`src/rtl/hamming_secded_dec.sv`:
```
// hamming_secded_dec: two-stage pipelined SECDED Hamming decoder with valid/ready flow control.
// Error-event counters are built only when HAMMING_ERR_CNT_EN is defined.
module hamming_secded_dec #(
  parameter int DATA_W = 11,
  parameter int CNT_W  = 16,
  localparam int R = (DATA_W <= 4) ? 3 : (DATA_W <= 11) ? 4 : (DATA_W <= 26) ? 5 : 6,
  localparam int N = DATA_W + R + 1
) (
  input  logic              clk,
  input  logic              rst,
  input  logic [N-1:0]      code_in,
  input  logic              in_valid,
  output logic              in_ready,
  output logic [DATA_W-1:0] data_out,
  output logic              out_valid,
  input  logic              out_ready,
  output logic              err_corr,
  output logic              err_uncorr,
  output logic [R-1:0]      syndrome,
  input  logic              cnt_clr,
  output logic [CNT_W-1:0]  corr_cnt,
  output logic [CNT_W-1:0]  uncorr_cnt
);

  logic              adv;
  logic [R-1:0]      syn_c;
  logic              par_c;
  logic              v1;
  logic [N-1:0]      code1;
  logic [R-1:0]      syn1;
  logic              par1;
  logic              in_range;
  logic [N-1:0]      fixed;
  logic [DATA_W-1:0] data_c;
  logic              corr_c;
  logic              uncorr_c;
  logic              unused_par_bit;

  assign adv      = out_ready | ~out_valid;
  assign in_ready = adv;

  // Syndrome is the XOR of the indices of every set Hamming position.
  always_comb begin
    syn_c = '0;
    for (int i = 1; i < N; i++) begin
      if (code_in[i]) syn_c = syn_c ^ R'(i);
    end
  end

  assign par_c = ^code_in;

  always_ff @(posedge clk or posedge rst) begin
    if (rst) begin
      v1    <= 1'b0;
      code1 <= '0;
      syn1  <= '0;
      par1  <= 1'b0;
    end else if (adv) begin
      v1 <= in_valid;
      if (in_valid) begin
        code1 <= code_in;
        syn1  <= syn_c;
        par1  <= par_c;
      end
    end
  end

  // A syndrome beyond the last codeword position cannot name a real bit.
  assign in_range = (int'(syn1) <= N - 1);
  assign corr_c   = par1 & in_range;
  assign uncorr_c = (syn1 != '0) & (~par1 | ~in_range);

  always_comb begin
    int k;
    fixed  = code1;
    data_c = '0;
    k      = 0;
    for (int i = 1; i < N; i++) begin
      if (corr_c && (syn1 == R'(i))) fixed[i] = ~fixed[i];
    end
    for (int i = 1; i < N; i++) begin
      if ((i & (i - 1)) != 0) begin
        data_c[k] = fixed[i];
        k++;
      end
    end
  end

  assign unused_par_bit = fixed[0];

  always_ff @(posedge clk or posedge rst) begin
    if (rst) begin
      out_valid  <= 1'b0;
      data_out   <= '0;
      err_corr   <= 1'b0;
      err_uncorr <= 1'b0;
      syndrome   <= '0;
    end else if (adv) begin
      out_valid <= v1;
      if (v1) begin
        data_out   <= data_c;
        err_corr   <= corr_c;
        err_uncorr <= uncorr_c;
        syndrome   <= syn1;
      end
    end
  end

`ifdef HAMMING_ERR_CNT_EN
  logic out_fire;
  assign out_fire = out_valid & out_ready;

  // Clear has priority over a coincident increment; counts saturate at all-ones.
  always_ff @(posedge clk or posedge rst) begin
    if (rst) begin
      corr_cnt   <= '0;
      uncorr_cnt <= '0;
    end else if (cnt_clr) begin
      corr_cnt   <= '0;
      uncorr_cnt <= '0;
    end else if (out_fire) begin
      if (err_corr && (corr_cnt != {CNT_W{1'b1}}))
        corr_cnt <= corr_cnt + 1'b1;
      if (err_uncorr && (uncorr_cnt != {CNT_W{1'b1}}))
        uncorr_cnt <= uncorr_cnt + 1'b1;
    end
  end
`else
  logic unused_cnt_clr;
  assign unused_cnt_clr = cnt_clr;
  assign corr_cnt       = '0;
  assign uncorr_cnt     = '0;
`endif

endmodule

```
`config.mk`:
```
export PLATFORM = sky130hd
export DESIGN_NAME = hamming_secded_dec
export DESIGN_NICKNAME = d
export VERILOG_FILES = /design/src/rtl/hamming_secded_dec.sv
export SDC_FILE = /design/constraint.sdc
export NUM_CORES = 1
export LEC_CHECK = 0
export BUFFER_PORTS_ARGS = -buffer_cell sky130_fd_sc_hd__buf_4
export CAP_MARGIN = 20
export CORE_MARGIN = 2
export CORE_UTILIZATION = 39
export DETAILED_ROUTE_END_ITERATION = 10
export PLACE_DENSITY = 0.66
export SYNTH_ARGS = -nofsm -noshare
export SYNTH_HDL_FRONTEND = slang
export SYNTH_SLANG_ARGS = --single-unit
```
`constraint.sdc`:
```
create_clock -name clk -period 1.2 [get_ports clk]
set_input_delay 0 -clock clk [delete_from_list [all_inputs] [get_ports clk]]
set_output_delay 0 -clock clk [all_outputs]
set_load 0.05 [all_outputs]
```
==> results.py <==
metrics = {
    "cells_and_area": {
        "fillers": 439,
        "most-common-layout-cells": "buf_4 (50), xnor2_1 (35), conb_1 (32), dfrtp_1 (32), nand2_1 (18)",
        "fin_cells": 318,
        "final_util_pct": 54.5,
        "fin_nets": 271,
        "final_common_cell": "buf_4",
        "synthToLayoutAreaGrowth_pct": 33.4,
        "drive_gt1_share_pct": 35.9,
        "n_antenna_cell": 0,
    },
    "placed_design": {
        "place_congestion": 0.769,
        "placed_cells": 298,
        "io_buffers": 38,
        "place_hpwl_um": 2650,
    },
    "routing": {
        "wl_per_cell_um": 10.4,
        "vias": 1309,
        "avgViaCountPerCell": 4.12,
        "drc_errors": 0,
        "wl_um": 3310,
        "final_antenna_net_count": 0,
        "drt_pass1_iterations": 4,
        "drt-initial-drc-count": 43,
    },
    "grt": {
        "antenna_found_initial": 0,
        "grt_pass1_wl_um": 5660,
        "grt-ovfl-total": 0,
        "track_usage_pct": 13.7,
        "grt_max_degree": 36,
        "grt_pass1_vias": 1231,
    },
    "clock_tree": {
        "clockBufferDepth": 2,
        "clk_pin_slew_ns": 0.07,
        "post_cts_buffers": 0,
        "numCtsBuffers": 5,
        "cts_sinks": 35,
        "cts_max_level": 2,
        "root_buffer": "clkbuf_8",
        "clock_latency_ns": 0.27,
        "cts_tree": "yes",
    },
    "floorplan": {
        "core_area_sq_um": 4750,
        "pin_count": 72,
        "rows": 25,
        "start_util_pct": 40.9,
        "die_w_um": 74.6,
        "dieArea_sq_um": 5560,
        "die_height_um": 74.6,
    },
    "yosys": {
        "ys_seq_area_share_pct": 45.1,
        "ys_ff_latch": 35,
        "synth_area_sq_um": 1940,
        "ys_warn_count": 0,
        "ys_types": 22,
        "syn_area_per_cell_sq_um": 10.5,
        "syn_inst": 185,
    },
    "power_and_ir_drop": {
        "seqPwrFrac_pct": 33.8,
        "p_per_area_nw_per_um2": 2110,
        "ir_drop_uv": 687,
        "switching_share_pct": 43.3,
        "switchingPower_uw": 2370,
        "power.leakage_uw": 0.00120,
        "pwr-share-clk_pct": 15.0,
        "combPwrFrac_pct": 51.2,
        "intPower_uw": 3110,
    },
    "outcome": {
        "outcome": "finished clean",
    },
    "setup_path": {
        "start_kind": "flip-flop",
        "path_max_fanout": 5,
        "cp_data_required_time_ns": 1.35,
        "path_class": "flip-flop to flip-flop",
        "end_kind": "flip-flop",
        "cp_data_arrival_time_ns": 1.32,
    },
    "sta": {
        "clock.fmax_mhz": 860,
        "slew_violations": 0,
        "fin_skew_ns": 0.00456,
        "setup-violations-final": 0,
        "fin_crit_sh_pct": 96.8,
        "tns_ns": 0,
        "fin_crit_ns": 1.16,
        "hold_violations": 0,
        "rsz0062_at_grt": "yes",
        "holdWs_ns": 0.0737,
    },
    "worst_hold_path": {
        "hold_class": "input port to flip-flop",
    },
    "run": {
        "maxCapViolCount": 0,
    },
}
cells by family (layout without fill, tap and decap cells):
family	count (synthesis)	count (layout)	synth area share, %
other	1	32	0.193
AO/OA/AOI/OAI	17	17	4.51
AND/OR/NAND/NOR	38	38	8.95
multiplexers	17	17	9.85
flip-flops	35	35	45.1
buffers and inverters	39	74	13.9
XOR/XNOR	38	38	17.5
critical path, stage by stage, from the launching register on:
cell,delay (ns)
dfrtp_1,0.39
buf_6,0.13
nor4b_2,0.30
xnor2_1,0.15
o21ai_0,0.08
path summary, 6_finish.rpt:
kind / endpoint / slack (ns) / start / depth (start not counted)
max in group asynchronous: syn1[2] / 0.50 / rst / 4
min reg2reg: data_out[7] / 0.48 / data_out[7] / 2
max: data_out[7] / 0.04 / syn1[0] / 4
max reg2reg: data_out[7] / 0.04 / syn1[0] / 4
min: out_valid / 0.07 / out_ready / 3
min in group asynchronous: syndrome[3] / 0.38 / rst / 4
routing by layer:
metal / wire (um) / up-vias / track usage (%)
met2: 1620 / 56 / 21.8
met1: 1400 / 587 / 17.7
met4: 58 / 0 / 6.55
met5: 0 / - / 0
li1: - / 662 / -
met3: 235 / 4 / 3.12
cells in the mapped netlist (all sizes together):
cell,number,share of area (%)
conb,1,0.19
mux2,17,9.9
inv,2,0.39
buf,35,13
nand2b,3,0.97
dfrtp,35,45
nand3b,2,0.77
nor4,1,0.32
nor3,1,0.26
nor2,9,1.7
o31ai,1,0.39
xnor2,35,16
xor2,3,1.7
nor4b,1,0.77
clkbuf,2,0.39
nand3,1,0.26
nand2,20,3.9
o21ai,16,4.1
layout make-up:
class,count,area [sq um],share of cell area [%]
multi-input combinational,142,1010,39.0
clock inverter,1,5.00,0.193
sequential,35,880,33.9
tap,67,83.8,3.24
inverter,2,7.51,0.290
clock buffer,7,86.3,3.33
timing repair buffer,64,518,20.0
registers in the layout, summed over array words and instances, names as in the netlist:
signal	flops
code1	11
corr_c	1
data_out	11
err_corr	1
err_uncorr	1
out_valid	1
syn1	4
syndrome	4
v1	1
per-stage QoR:
step / setup WS (ns) / area [sq um] / power [uW]
after detailed placement: 0.0122 / 2340 / 4620
after CTS: 0.00443 / 2550 / 5480
final: 0.0379 / 2590 / 5470
after global routing: -0.0290 / 2590 / 5820
after floorplan: -0.205 / 2160 / 3850
after global placement: 0.0323 / 2340 / 4570
power by group through the flow:
stage,logic [uW],registers [uW],clock network [uW]
after floorplan,1170,2680,0
after global placement,2730,1840,0
after detailed placement,2750,1870,0
after CTS,2780,1850,849
after global routing,2990,1910,915
final,2800,1850,821
repair_timing:
item                                   CTS  global route
hold buffers                            12             0
resized for setup                        1            13
setup endpoints to repair                2            24
endpoints found under the hold margin   46             0
pin swaps                                0             6
Power figures use the tool's default switching activity.
